`src/rtl/round_robin_arbiter4.sv`:
```
// round_robin_arbiter4
//   Four-requester round-robin arbiter with a bounded grant hold time.
//   A grant is issued one cycle after a request is sampled in IDLE. It is
//   held while the owner keeps requesting, for at most MAX_HOLD cycles.
//   When the limit is hit the grant is withdrawn and timeout pulses for one
//   cycle. At least one IDLE cycle separates consecutive grants.
//
// Parameters
//   MAX_HOLD  : maximum consecutive cycles a grant may be held (1..255)
//
// Ports
//   clk       : in  system clock, rising edge
//   rst       : in  synchronous active-high reset
//   req[3:0]  : in  level request vector, bit i = requester i
//   gnt[3:0]  : out registered one-hot grant
//   gnt_idx   : out registered binary index of the owner (0 when idle)
//   gnt_valid : out high exactly when gnt is non-zero
//   timeout   : out one-cycle pulse marking a forced grant release

module round_robin_arbiter4 #(
  parameter int unsigned MAX_HOLD = 8
) (
  input  logic       clk,
  input  logic       rst,
  input  logic [3:0] req,
  output logic [3:0] gnt,
  output logic [1:0] gnt_idx,
  output logic       gnt_valid,
  output logic       timeout
);

  localparam logic [7:0] MAX_CNT = 8'(MAX_HOLD);

  typedef enum logic {
    IDLE = 1'b0,
    BUSY = 1'b1
  } state_t;

  state_t     r_state;
  logic [1:0] r_ptr;
  logic [7:0] r_cnt;
  logic [3:0] r_gnt;
  logic [1:0] r_gnt_idx;
  logic       r_timeout;

  state_t     w_state_nxt;
  logic [1:0] w_ptr_nxt;
  logic [7:0] w_cnt_nxt;
  logic [3:0] w_gnt_nxt;
  logic [1:0] w_gnt_idx_nxt;
  logic       w_timeout_nxt;

  logic       w_found;
  logic [1:0] w_pick;

  // Scan ptr+1, ptr+2, ptr+3, ptr (mod 4); the last owner is checked last.
  always_comb begin
    w_found = 1'b0;
    w_pick  = '0;
    for (int unsigned k = 1; k <= 4; k++) begin
      if (!w_found && req[2'(r_ptr + 2'(k))]) begin
        w_found = 1'b1;
        w_pick  = 2'(r_ptr + 2'(k));
      end
    end
  end

  always_comb begin
    w_state_nxt   = r_state;
    w_ptr_nxt     = r_ptr;
    w_cnt_nxt     = r_cnt;
    w_gnt_nxt     = r_gnt;
    w_gnt_idx_nxt = r_gnt_idx;
    w_timeout_nxt = 1'b0;

    unique case (r_state)
      IDLE: begin
        w_gnt_nxt     = '0;
        w_gnt_idx_nxt = '0;
        if (w_found) begin
          w_state_nxt   = BUSY;
          w_gnt_nxt     = 4'b0001 << w_pick;
          w_gnt_idx_nxt = w_pick;
          w_ptr_nxt     = w_pick;
          w_cnt_nxt     = 8'd1;
        end
      end
      BUSY: begin
        if (!req[r_gnt_idx]) begin
          w_state_nxt   = IDLE;
          w_gnt_nxt     = '0;
          w_gnt_idx_nxt = '0;
        end else if (r_cnt >= MAX_CNT) begin
          // Forced release; ptr already names this owner, so it ranks last.
          w_state_nxt   = IDLE;
          w_gnt_nxt     = '0;
          w_gnt_idx_nxt = '0;
          w_timeout_nxt = 1'b1;
        end else begin
          w_cnt_nxt = r_cnt + 8'd1;
        end
      end
      default: begin
        w_state_nxt   = IDLE;
        w_gnt_nxt     = '0;
        w_gnt_idx_nxt = '0;
      end
    endcase
  end

  always_ff @(posedge clk) begin
    if (rst) begin
      r_state   <= IDLE;
      r_ptr     <= 2'd3;
      r_cnt     <= '0;
      r_gnt     <= '0;
      r_gnt_idx <= '0;
      r_timeout <= 1'b0;
    end else begin
      r_state   <= w_state_nxt;
      r_ptr     <= w_ptr_nxt;
      r_cnt     <= w_cnt_nxt;
      r_gnt     <= w_gnt_nxt;
      r_gnt_idx <= w_gnt_idx_nxt;
      r_timeout <= w_timeout_nxt;
    end
  end

  assign gnt       = r_gnt;
  assign gnt_idx   = r_gnt_idx;
  assign gnt_valid = |r_gnt;
  assign timeout   = r_timeout;

endmodule

```
`config.mk`:
```
export PLATFORM = sky130hd
export DESIGN_NAME = round_robin_arbiter4
export DESIGN_NICKNAME = d
export VERILOG_FILES = /design/src/rtl/round_robin_arbiter4.sv
export SDC_FILE = /design/constraint.sdc
export NUM_CORES = 1
export LEC_CHECK = 0
export BUFFER_PORTS_ARGS = -buffer_cell sky130_fd_sc_hd__buf_2
export CAP_MARGIN = 20
export CORE_UTILIZATION = 45
export CTS_CLUSTER_DIAMETER = 80
export DETAILED_ROUTE_END_ITERATION = 12
export GPL_TIMING_DRIVEN = 0
export PLACE_DENSITY = 0.68
export SLEW_MARGIN = 20
export SYNTH_ARGS = -nofsm -noshare
export SYNTH_HDL_FRONTEND = slang
export SYNTH_SLANG_ARGS = --single-unit
```
`constraint.sdc`:
```
create_clock -name clk -period 2.1 [get_ports clk]
set_input_delay 0.21 -clock clk [delete_from_list [all_inputs] [get_ports clk]]
set_output_delay 0.21 -clock clk [all_outputs]
set_load 0.05 [all_outputs]
```
==> qor.yml <==
post-route-min-period_ns: 1.57
synth_top_area_share: 0.456
worstSetupStartpointType: "flip-flop"
rsz0062_at_grt: "false"
drt_iter0_markers: 12
period_share: 0.749
clockBufferDepth: 2
synthCells: 86
core_area_mm2: 0.00158
slew_headroom: 0.654
synth_largest_area_cell: "dfxtp_1"
wl_per_cell_um: 11.9
arrival_ns: 1.36
synth_edf_count: 0
grt_pass1_wl_um: 2350
synth.net_count: 94
routed-via-count: 643
fillCellCount: 152
cts_buffers: 3
drive_gt1_frac: 0.214
synth_area_per_cell_um2: 9.19
fmaxAchievable_mhz: 635
cp-end-kind: "output port"
syn_to_final_growth_pct: 15.3
syn_area_um2: 791
grt_max_degree: 11
violations: "DRC"
max_cap_viol_count: 0
dieArea_mm2: 0.00193
status: "finished with violations"
ioPinCount: 14
stdcell_count: 119
place_congestion: 0.721
finalSetupTns_ns: 0
crit_start: "gnt[3]$_SDFFE_PP0P_"
port_buffers: 13
numClockSinks: 18
die_w_um: 43.9
clock_latency_ns: 0.30
synth_seq_area_share: 0.456
cts_resized: 0
antenna_found_initial: 0
dpl.cell_count: 115
leakage_nw: 0.386
ctsHoldBuffers: 0
drc: 1
min_path_type: "in2reg"
root_buffer: "clkbuf_4"
ys_warn_count: 0
crit_fanout: 3
path_clk_slew_ns: 0.10
synth.distinct_cells: 28
grt_util_all_layers: 0.168
hold_start: "rst"
diodes: 0
power_density_mw_per_mm2: 849
fin_nets: 112
finalSetupViolCount: 0
grt_pass1_vias: 575
synthMostInstantiatedCell: "dfxtp_1"
synth.top_cells.by_area: "dfxtp_1 (46%), nand2b_1 (4.0%), mux2i_1 (3.8%)"
critical_path_class: "reg2out"
rows: 14
routed_via_density: 5.40
grt-ovfl-total: 0
htree_levels: 1
start_util: 0.502
ys_async_sr_fraction: 0
post-route-util: 0.579
r2r-start: "gnt_idx[1]$_SDFFE_PP0P_"
cts_tree: "done"
synth-seq-cells: 18
finClkSkew_ns: 0.00465
irDropWorstVdd_mv: 0.544
routed_wirelength_um: 1420
die_h_um: 43.9
drtPass1Iterations: 8
worst_pin_slew_ns: 0.515
hold_viol: 0
ant_nets: 0
dp_hpwl_um: 1070
finalMaxSlewViolations: 0
post_cts_buffers: 0
synth-main-ff-cell: "dfxtp_1"
critPathRequiredTime_ns: 1.89
synthTopCellsByCount: "dfxtp_1 (18), nor2_1 (6), a21oi_1 (5), nand2_1 (5), nand2b_1 (5)"
cells by family (layout without fill, tap and decap cells):
group / count (synthesis) / after routing / synth area share
muxes: 3 / 3 / 0.0380
AOI/OAI and AO/OA: 21 / 21 / 0.195
DFF: 18 / 18 / 0.456
adders and majority gates: 2 / 2 / 0.0316
and+or+nand+nor: 37 / 37 / 0.256
buffers and inverters: 5 / 22 / 0.0237
registers in the layout, indices dropped and copies added, names as in the netlist:
| name | count |
|---|---|
| r_state | 1 |
| gnt_idx | 2 |
| timeout | 1 |
| r_ptr | 2 |
| r_cnt | 8 |
| gnt | 4 |
path summary, 6_finish.rpt:
path	cells past startpoint	end	slack, ns
worst max register to register	4	r_cnt[2]$_SDFFE_PP0P_	0.67
worst min register to register	1	r_cnt[6]$_SDFFE_PP0P_	0.47
worst min-delay path	3	gnt[0]$_SDFFE_PP0P_	0.23
worst max-delay path	2	gnt_valid	0.53
per-layer routing:
layer,part of all wire,GRT usage
met1,0.53,0.236
met2,0.42,0.230
met3,0.025,0.0250
met4,0.030,0.127
met5,0,0
critical path: stages, from the launching register on:
cell,delay (ns)
dfxtp_1,0.33
or4_1,0.51
buf_2,0.22
final cells by class:
class,count,area [um2],share of cell area
Multi-Input combinational cell,63,412,0.451
Sequential cell,18,360,0.395
Timing Repair Buffer,13,65.1,0.0713
Clock buffer,4,36.3,0.0398
Tap cell,16,20.0,0.0219
Inverter,4,15.0,0.0165
Buffer,1,3.75,0.00412
layout by cell type (no fill, tap or decap), drive strengths merged:
| master | n |
|---|---|
| a21oi | 5 |
| nor4 | 1 |
| nand4 | 1 |
| a22o | 2 |
| dfxtp | 18 |
| or4 | 3 |
| mux2i | 3 |
| inv | 4 |
| buf | 13 |
| nor2 | 6 |
| nand3 | 3 |
| o22a | 1 |
| o21ba | 1 |
| o2bb2ai | 2 |
| nor3 | 5 |
| a21o | 2 |
| clkbuf | 5 |
| nand2b | 5 |
| ha | 2 |
| a32o | 2 |
| o21a | 2 |
| or2 | 2 |
| o21ai | 2 |
| and2 | 4 |
| o31ai | 1 |
| nand2 | 5 |
| nor2b | 2 |
| o22ai | 1 |
metrics by stage:
stage	total power, mW	instance area (um2)	hold slack (ns)	setup WS [ns]
after floorplan	0.527	791	0.415	0.405
after global placement	0.569	876	0.443	0.594
after detailed placement	0.570	876	0.447	0.628
after CTS	0.782	912	0.219	0.513
after global routing	0.809	912	0.242	0.461
final	0.775	912	0.226	0.526
power breakdown:
part / leakage, nW / switching, mW / internal, mW
sequential: 0.147 / 0.0229 / 0.365
clock: 0.0210 / 0.107 / 0.106
combinational: 0.218 / 0.117 / 0.0579
No activity file was read; power rests on OpenSTA's default activity.
